### src/rtl/mult_req_sched_if.sv
// Requester/response channel bundle for mult_req_sched: per-requester valid/ready
// with packed 4-bit operands, plus the single valid/ready response channel.
interface mult_req_sched_if #(
    parameter int NREQ = 4,
    parameter int IDW  = 2
);
    logic [NREQ-1:0]   req_valid;
    logic [NREQ-1:0]   req_ready;
    logic [4*NREQ-1:0] req_a;
    logic [4*NREQ-1:0] req_b;
    logic              rsp_valid;
    logic              rsp_ready;
    logic [IDW-1:0]    rsp_id;
    logic [7:0]        rsp_prod;
    logic              rsp_err;

    // master: the requester fabric; slave: the scheduler
    modport master (
        output req_valid, req_a, req_b, rsp_ready,
        input  req_ready, rsp_valid, rsp_id, rsp_prod, rsp_err
    );
    modport slave (
        input  req_valid, req_a, req_b, rsp_ready,
        output req_ready, rsp_valid, rsp_id, rsp_prod, rsp_err
    );
endinterface

### src/rtl/mult_req_sched.sv
// Round-robin scheduler sharing one START/READY 4x4 multiplier among NREQ requesters.
// Optional WAIT-state timeout completion is enabled by defining MULT_SCHED_TIMEOUT_EN.
module mult_req_sched #(
    parameter int NREQ    = 4,
    parameter int IDW     = 2,
    parameter int MIN_LAT = 2,
    parameter int TIMEOUT = 16
) (
    input  logic            clk,
    input  logic            reset,
    mult_req_sched_if.slave bus,
    output logic            mul_start,
    output logic [3:0]      mul_a,
    output logic [3:0]      mul_b,
    input  logic            mul_ready,
    input  logic [7:0]      mul_p,
    output logic            busy
);
    localparam int CMAX = (MIN_LAT > TIMEOUT) ? MIN_LAT : TIMEOUT;
    localparam int CW   = $clog2(CMAX + 2);

    typedef enum logic [1:0] {S_IDLE, S_LAUNCH, S_WAIT, S_RESP} state_t;

    state_t         state;
    logic [IDW-1:0] rr_ptr;
    logic [CW-1:0]  cnt;
    logic [3:0]     op_a;
    logic [3:0]     op_b;
    logic [IDW-1:0] op_id;
    logic [7:0]     prod_q;

    logic           gnt_found;
    logic [IDW-1:0] gnt_id;
    logic [IDW-1:0] cand;

    // Search starts at rr_ptr and wraps naturally because NREQ == 2**IDW.
    always_comb begin
        // NOTE: every variable gets a default before any conditional write, so no latch is inferred.
        gnt_found = 1'b0;
        gnt_id    = '0;
        cand      = '0;
        for (int k = 0; k < NREQ; k++) begin
            cand = rr_ptr + IDW'(k);
            if (!gnt_found && bus.req_valid[cand]) begin
                gnt_found = 1'b1;
                gnt_id    = cand;
            end
        end
    end

    always_comb begin
        bus.req_ready = '0;
        if (state == S_IDLE && gnt_found) bus.req_ready[gnt_id] = 1'b1;
    end

`ifdef MULT_SCHED_TIMEOUT_EN
    logic err_q;
    assign bus.rsp_err = err_q;
`else
    assign bus.rsp_err = 1'b0;
`endif

    always_ff @(posedge clk) begin
        // NOTE: sequential state uses non-blocking assignments only; reset is synchronous here.
        if (reset) begin
            state  <= S_IDLE;
            rr_ptr <= '0;
            cnt    <= '0;
            op_a   <= '0;
            op_b   <= '0;
            op_id  <= '0;
            prod_q <= '0;
`ifdef MULT_SCHED_TIMEOUT_EN
            err_q  <= 1'b0;
`endif
        end else begin
            case (state)
                S_IDLE: if (gnt_found) begin
                    op_a  <= bus.req_a[{gnt_id, 2'b00} +: 4];
                    op_b  <= bus.req_b[{gnt_id, 2'b00} +: 4];
                    op_id <= gnt_id;
                    state <= S_LAUNCH;
                end
                S_LAUNCH: begin
                    cnt   <= '0;
                    state <= S_WAIT;
                end
                S_WAIT: begin
                    if (cnt != '1) cnt <= cnt + 1'b1;
                    // READY before MIN_LAT may be left over from the previous operation.
                    if (cnt >= CW'(MIN_LAT) && mul_ready) begin
                        prod_q <= mul_p;
`ifdef MULT_SCHED_TIMEOUT_EN
                        err_q  <= 1'b0;
`endif
                        state  <= S_RESP;
                    end
`ifdef MULT_SCHED_TIMEOUT_EN
                    else if (cnt >= CW'(TIMEOUT)) begin
                        prod_q <= '0;
                        err_q  <= 1'b1;
                        state  <= S_RESP;
                    end
`endif
                end
                S_RESP: if (bus.rsp_ready) begin
                    rr_ptr <= op_id + IDW'(1);
                    state  <= S_IDLE;
                end
                default: state <= S_IDLE;
            endcase
        end
    end

    assign mul_start     = (state == S_LAUNCH);
    assign busy          = (state != S_IDLE);
    assign mul_a         = (state == S_IDLE) ? 4'd0 : op_a;
    assign mul_b         = (state == S_IDLE) ? 4'd0 : op_b;
    assign bus.rsp_valid = (state == S_RESP);
    assign bus.rsp_id    = op_id;
    assign bus.rsp_prod  = prod_q;
endmodule

### src/flat_wrapper.sv
// flat-port wrapper written by rule: the top's interface ports become plain ports
module mult_req_sched_flat 
#(
    parameter int NREQ    = 4,
    parameter int IDW     = 2,
    parameter int MIN_LAT = 2,
    parameter int TIMEOUT = 16
)
  (clk, reset, mul_start, mul_a, mul_b, mul_ready, mul_p, busy, bus_req_valid, bus_req_a, bus_req_b, bus_rsp_ready, bus_req_ready, bus_rsp_valid, bus_rsp_id, bus_rsp_prod, bus_rsp_err);
  mult_req_sched_if #(.NREQ(NREQ), .IDW(IDW)) bus_i ();
  input  logic clk;
  input  logic reset;
  output logic mul_start;
  output logic [3:0] mul_a;
  output logic [3:0] mul_b;
  input  logic mul_ready;
  input  logic [7:0] mul_p;
  output logic busy;
  input wire logic [$bits(bus_i.req_valid)-1:0] bus_req_valid;
  input wire logic [$bits(bus_i.req_a)-1:0] bus_req_a;
  input wire logic [$bits(bus_i.req_b)-1:0] bus_req_b;
  input wire logic [$bits(bus_i.rsp_ready)-1:0] bus_rsp_ready;
  output wire logic [$bits(bus_i.req_ready)-1:0] bus_req_ready;
  output wire logic [$bits(bus_i.rsp_valid)-1:0] bus_rsp_valid;
  output wire logic [$bits(bus_i.rsp_id)-1:0] bus_rsp_id;
  output wire logic [$bits(bus_i.rsp_prod)-1:0] bus_rsp_prod;
  output wire logic [$bits(bus_i.rsp_err)-1:0] bus_rsp_err;
  assign bus_i.req_valid = bus_req_valid;
  assign bus_i.req_a = bus_req_a;
  assign bus_i.req_b = bus_req_b;
  assign bus_i.rsp_ready = bus_rsp_ready;
  assign bus_req_ready = bus_i.req_ready;
  assign bus_rsp_valid = bus_i.rsp_valid;
  assign bus_rsp_id = bus_i.rsp_id;
  assign bus_rsp_prod = bus_i.rsp_prod;
  assign bus_rsp_err = bus_i.rsp_err;
  mult_req_sched #(.NREQ(NREQ), .IDW(IDW), .MIN_LAT(MIN_LAT), .TIMEOUT(TIMEOUT)) u_core (.clk(clk), .reset(reset), .bus(bus_i), .mul_start(mul_start), .mul_a(mul_a), .mul_b(mul_b), .mul_ready(mul_ready), .mul_p(mul_p), .busy(busy));
endmodule
### config.mk
export PLATFORM = sky130hd
export DESIGN_NAME = mult_req_sched_flat
export DESIGN_NICKNAME = d
export VERILOG_FILES = /design/src/rtl/mult_req_sched_if.sv /design/src/rtl/mult_req_sched.sv /design/src/flat_wrapper.sv
export SDC_FILE = /design/constraint.sdc
export NUM_CORES = 1
export LEC_CHECK = 0
export ABC_AREA = 1
export CAP_MARGIN = 15
export CORE_MARGIN = 2
export CORE_UTILIZATION = 45
export DETAILED_ROUTE_END_ITERATION = 16
export PLACE_DENSITY = 0.78
export SKIP_LAST_GASP = 1
export SLEW_MARGIN = 20
export SYNTH_ARGS = -nofsm -noshare
export SYNTH_HDL_FRONTEND = slang
export SYNTH_SLANG_ARGS = --single-unit
### constraint.sdc
create_clock -name clk -period 1.9 [get_ports clk]
set_input_delay 0.19 -clock clk [delete_from_list [all_inputs] [get_ports clk]]
set_output_delay 0.19 -clock clk [all_outputs]
set_load 0.01 [all_outputs]
### Yosys cells after proc, flatten, opt, wreduce, memory -nomap -nowiden

Index checks and enable logic that the tools add are counted.
W data, S select, Z words.

| word-level totals | value |
|---|---|
| register bits | 27 |
| bits of input ports | 48 |
| output and inout bits | 26 |
| logic and storage cells | 73 |

| operators by class | value |
|---|---|
| add/subtract/negate cells | 5 |
| $lt $le $gt $ge | 7 |
| equal/unequal tests | 8 |
| shift-type cells | 2 |
| mux-type cells | 27 |
| reductions and logical operators | 17 |

Operators by type and width:

| kind | count |
|---|---|
| $shiftx A16 B5 Y4 | 2 |
| $lt A2 B3 Y1 const B | 5 |
| $mux W2 | 7 |
| $mux W4 | 3 |
| $pmux W5 S2 | 1 |
| $mux W1 | 9 |
| $bmux W1 S2 | 4 |
| $pmux W2 S4 | 1 |
| $reduce_and A2 Y1 | 4 |
| $logic_and A1 B1 Y1 | 6 |
| $ne A2 B1 Y1 const B | 3 |
| $add A5 B1 Y5 const B | 1 |
| $ge A5 B2 Y1 const B | 1 |
| $mux W5 | 1 |
| $ne A5 B5 Y1 const B | 1 |
| $add A2 B1 Y2 const B | 2 |
| $add A2 B2 Y2 const B | 2 |
| $eq A2 B2 Y1 const B | 2 |
| $reduce_bool A2 Y1 | 2 |
| $logic_not A1 Y1 | 3 |
| $reduce_and A3 Y1 | 1 |
| $demux W1 S2 | 1 |
| $eq A2 B1 Y1 const B | 1 |
| $ge A2 B1 Y1 const B | 1 |
| 2 further kinds | 2 |

### Logic depth before layout (Yosys ltp)

Gate-level depths: netlist (run 1).

| logic depth | value |
|---|---|
| depth after elaboration | 17 |
| mapped depth | 16 |
| depth with buffers taken out | 14 |

### Worst setup path before layout (run 1)

OpenSTA, ideal clock, no wires.

| timing path | value |
|---|---|
| kind | flip-flop to output port |
| start | register u_core.rr_ptr[0] |
| end | output bus_req_ready[0] |
| arrival time | 1.611 ns |
| data required time | 1.710 ns |
| path slack | 0.099 ns |
| cell stages (with the launch flop) | 12 |
| path buffers | 2 |
| path through | dfxtp_1 > buf_6 > inv_6 > nand2_1 > nand3_1 > nand2_2 > inv_2 > nand3_2 > buf_2 > nand2_2 > inv_1 > nor3_1 |

| on the way | value |
|---|---|
| longest elaborated chain between the ends | 17 |
| elaborated cells on any way between the ends | 32 |
| classes of those cells | add/sub (3); order compare (2); mux (19); reduce/logical (8) |

RTL lines:

| item | line | RTL |
|---|---|---|
| start: declaration | mult_req_sched.sv:25 | `logic [IDW-1:0] rr_ptr;` |
| start signal: assignment | mult_req_sched.sv:107 | `rr_ptr <= op_id + IDW'(1);` |
| parallel branches: the longest is 16 deep, another holds $lt A2 B3 Y1 | - |  |
| $mux W4 * | mult_req_sched.sv:53 | `if (state == S_IDLE && gnt_found) bus.req_ready[gnt_id] = 1'b1;` |
| end: declaration | flat_wrapper.sv:23 | `output wire logic [$bits(bus_i.req_ready)-1:0] bus_req_ready;` |

Mark *: on every way between the ends. The select of a mux whose other input is x is not followed.

### Final worst setup path (run 1)

| timing path | value |
|---|---|
| start | register u_core.rr_ptr[0] |
| end | output bus_req_ready[2] |

Same word-level chain as after synthesis.

==> results of run 1 <==
==> per-stage QoR <==
stage,TNS [ns],hold WS [ns],cell area [um2]
2_1_floorplan,0,0.335,1980
3_5_place_dp,-2.88,0.435,2840
4_1_cts,-0.347,0.450,2980
5_1_grt,-1.51,0.476,3150
3_3_place_gp,-2.49,0.431,2840
6_report,-0.429,0.447,3150
==> state kept, by name, summed over array words and instances, names as in the netlist <==
register	count
u_core.rr_ptr	2
u_core.op_a	4
u_core.state	2
u_core.bus.rsp_id	2
u_core.op_b	4
u_core.cnt	5
u_core.bus.rsp_prod	8
==> worst register-to-register path: stages (launching register included) <==
cell and delay, ns:
dfxtp_4 0.37, buf_12 0.13, inv_8 0.08, nand2_1 0.06, nand2_2 0.11, nand2_1 0.06
nand2_1 0.08, nand2_2 0.07, nand2_2 0.09, nand2_4 0.07, buf_12 0.15, nand3_4 0.15
nand2_1 0.07, nand3_1 0.07, nand3_1 0.10, nand2_1 0.07, inv_1 0.04
==> routing by layer <==
| metal | GRT usage | part of all wire | routed length [um] |
|---|---|---|---|
| met1 | 0.259 | 0.41 | 2280 |
| met2 | 0.414 | 0.53 | 2950 |
| met3 | 0.0317 | 0.043 | 242 |
| met4 | 0.0791 | 0.018 | 103 |
| met5 | 0 | 0 | 0 |
==> kinds of logic (layout without fill, tap and decap cells) <==
kind of cell	after synthesis	in the layout	share of synthesized area
and+or+nand+nor	149	150	0.364
adders and majority gates	7	7	0.0443
buffers and inverters	95	183	0.199
AOI/OAI and AO/OA	45	45	0.117
other	1	1	0.00190
DFF	27	27	0.274
==> final cells by class <==
cell class,instances,area (um2)
fillers,343,1150
clock inverters,1,5.00
inverters,82,315
flip-flops and latches,27,548
well taps,52,65.1
repair buffers,97,938
clock buffers,3,41.3
multi-input cells,203,1230
==> synthesized netlist by cell type <==
library cell	count
a21oi_1	28
nand3_4	2
conb_1	1
nand2_2	3
nor3_1	6
inv_2	4
o22ai_1	1
nor2_4	1
nand2_1	65
nand4_1	17
a31oi_1	1
a221oi_1	1
nand3_2	2
nor4_1	1
buf_6	2
inv_6	1
buf_4	3
dfxtp_1	27
nand2_4	1
o21ai_0	14
nor2_1	16
buf_2	4
nor2_2	1
inv_1	77
ha_1	7
clkbuf_1	4
nand3_1	34
==> placed cells by master, fill, tap and decap left out, types with 2 or more instances in the layout <==
cell type and instances:
dlygate4sd2_1 8, nand3_4 5, clkbuf_8 3, inv_1 76, nor2_4 2, clkdlybuf4s50_1 59, buf_2 4, buf_12 2
inv_2 5, a21oi_1 28, nor3_1 3, nand2_1 47, nand4_1 17, nor2_1 14, nand2_4 6, buf_4 20
nand3_1 25, o21ai_0 13, nand3_2 9, ha_1 6, dfxtp_2 3, dfxtp_1 23, nor3_2 3, buf_8 2
nand2_2 16, nor2_2 2
==> power groups by stage <==
stage	logic [mW]	registers (mW)	clock network [mW]
finish	2.04	0.774	0.325
global route	2.24	0.795	0.354
CTS	1.86	0.771	0.340
detailed placement	1.80	0.787	0
global placement	1.78	0.781	0
floorplan	1.10	0.778	0
==> worst max path at each step <==
stage | start | to | slack (ns) | cells after the start
global route | u_core.rr_ptr[0] | bus_req_ready[2] | -0.24 | 13
floorplan | u_core.rr_ptr[0] | bus_req_ready[0] | 0.1 | 11
global placement | bus_req_valid[1] | bus_req_ready[2] | -0.41 | 11
CTS | u_core.rr_ptr[0] | bus_req_ready[2] | -0.11 | 12
finish | u_core.rr_ptr[0] | bus_req_ready[2] | -0.14 | 11
detailed placement | bus_req_valid[0] | bus_req_ready[2] | -0.45 | 11
==> what timing repair did <==
item | 4_1_cts | 5_1_grt
endpoints found under the setup margin | 20 | 14
buffers inserted | 4 | 1
cloned | 1 | 1
hold buffers | 0 | 0
pin swaps | 8 | 14
gates resized for setup | 45 | 39
==> results.sh, run 1 <==
export IMPL_syn_nets=379
export IMPL_critical_path_top_delay_family="simple AND/OR/NAND/NOR gates"
export IMPL_cts_sinks=27
export IMPL_grt_remaining_overflow=0
export IMPL_cts_buffer_depth=2
export IMPL_drt_iter0_drc=107
export IMPL_maxCapViolCount=0
export IMPL_ys_seq_area_frac=0.274
export IMPL_core_mm2=0.00429
export IMPL_antenna_found_initial=0
export IMPL_num_io_pins=74
export IMPL_irDropWorstVdd_mv=0.806
export IMPL_via_per_inst=5.03
export IMPL_drc=0
export IMPL_portBuffers=72
export IMPL_drv_slew=0
export IMPL_cts_buffers_inserted=3
export IMPL_cts_tree="built"
export IMPL_worst_r2r_cell_count=16
export IMPL_synth_area_mm2=0.00198
export IMPL_die_w_um=70.3
export IMPL_drtAntennaViolNets=0
export IMPL_grt_max_degree=19
export IMPL_r2r_end="u_core.op_a[1]"
export IMPL_worstHoldPathType="reg -> reg"
export IMPL_die_h_um=70.3
export IMPL_max_freq_mhz=490
export IMPL_status="finished, violations left"
export IMPL_fin_ws_ns=-0.141
export IMPL_end_kind="output pin"
export IMPL_start_util=0.460
export IMPL_timing_rr_start="u_core.rr_ptr[0]"
export IMPL_grt_setup_unrepaired="true"
export IMPL_vias=2340
export IMPL_cp_start_kind="flop"
export IMPL_wl_mm=5.58
export IMPL_violations="setup timing"
export IMPL_cp_arrival_ns=1.85
export IMPL_clock_power_share=0.104
export IMPL_intPower_mw=1.75
export IMPL_ys_ff_latch=27
export IMPL_grt_pass1_wl_mm=9.28
export IMPL_globalplace_congestion=0.887
export IMPL_stdcell_count=465
export IMPL_worstSetupPathType="reg -> out"
export IMPL_finalCritPeriodShare=1.07
export IMPL_dpl_cell_count=455
export IMPL_cpMostUsedCell="nand3_2"
export IMPL_reg2reg_slack_ns=0.03
export IMPL_h_tree_depth=1
export IMPL_dr_pass1_iters=4
export IMPL_max_stage_delay_ns=0.37
export IMPL_dp_hpwl_mm=3.88
export IMPL_dieArea_mm2=0.00494
export IMPL_post_synth_cell_area_avg_um2=6.10
export IMPL_synth_warnings=0
export IMPL_synth_cells=324
export IMPL_synth_top_area_cell="dfxtp_1"
export IMPL_hold_viol_final=0
export IMPL_rows=24
export IMPL_wire_per_inst_um=12.0
export IMPL_ys_types=27
export IMPL_power_mw=3.14
export IMPL_cts_root_buf="clkbuf_8"
export IMPL_synth_top_area_frac=0.274
export IMPL_antenna_cells=0
export IMPL_switching_share=0.443
export IMPL_final_core_util=0.733
export IMPL_setup_viol=4
export IMPL_p_leak_nw=1.56
export IMPL_syn_to_final_growth_pct=59.2
export IMPL_yosys_top_cells_area="dfxtp_1, inv_1, nand2_1"
export IMPL_min_from="u_core.bus.rsp_prod[5]"
export IMPL_critical_path_buf_inv_count=4
export IMPL_whs_path_depth=2
export IMPL_period_minus_slack_ns=2.04
export IMPL_powerDensity_mw_per_mm2=998
export IMPL_skew_ns=0.00681
export IMPL_holdPathEnd="u_core.bus.rsp_prod[5]"
export IMPL_p_seq_frac=0.247
export IMPL_clkLatencyLatePin_ns=0.27
export IMPL_worstPathRequired_ns=1.71
export IMPL_drive_above_1_share=0.213
export IMPL_nets=469
export IMPL_combPwrFrac=0.650
export IMPL_crit_slowest_cell="dfxtp_4"
export IMPL_grtUsageTotal=0.224
export IMPL_cp_max_fo=10
export IMPL_cts_clk_slew_worst_paths_ns=0.09
export IMPL_pre_cts_ws_ns=-0.454
export IMPL_p_switching_mw=1.39
export IMPL_crit_path_cell_trace="buf_12 > inv_8 > nand2_2 > nand3_2 > nand2_4 > nor2_4 > nand3_2 > nand3_4 > inv_2 > nor3_2 > buf_2"
export IMPL_grt_pass1_vias=2314
No activity file was read; power rests on OpenSTA's default activity.
==> run 2, diff against run 1 <==
Settings changed: CTS_CLUSTER_DIAMETER from default to 120.
==> results of run 2 <==
Final layout, timing and power as in run 1 (identical DEF).
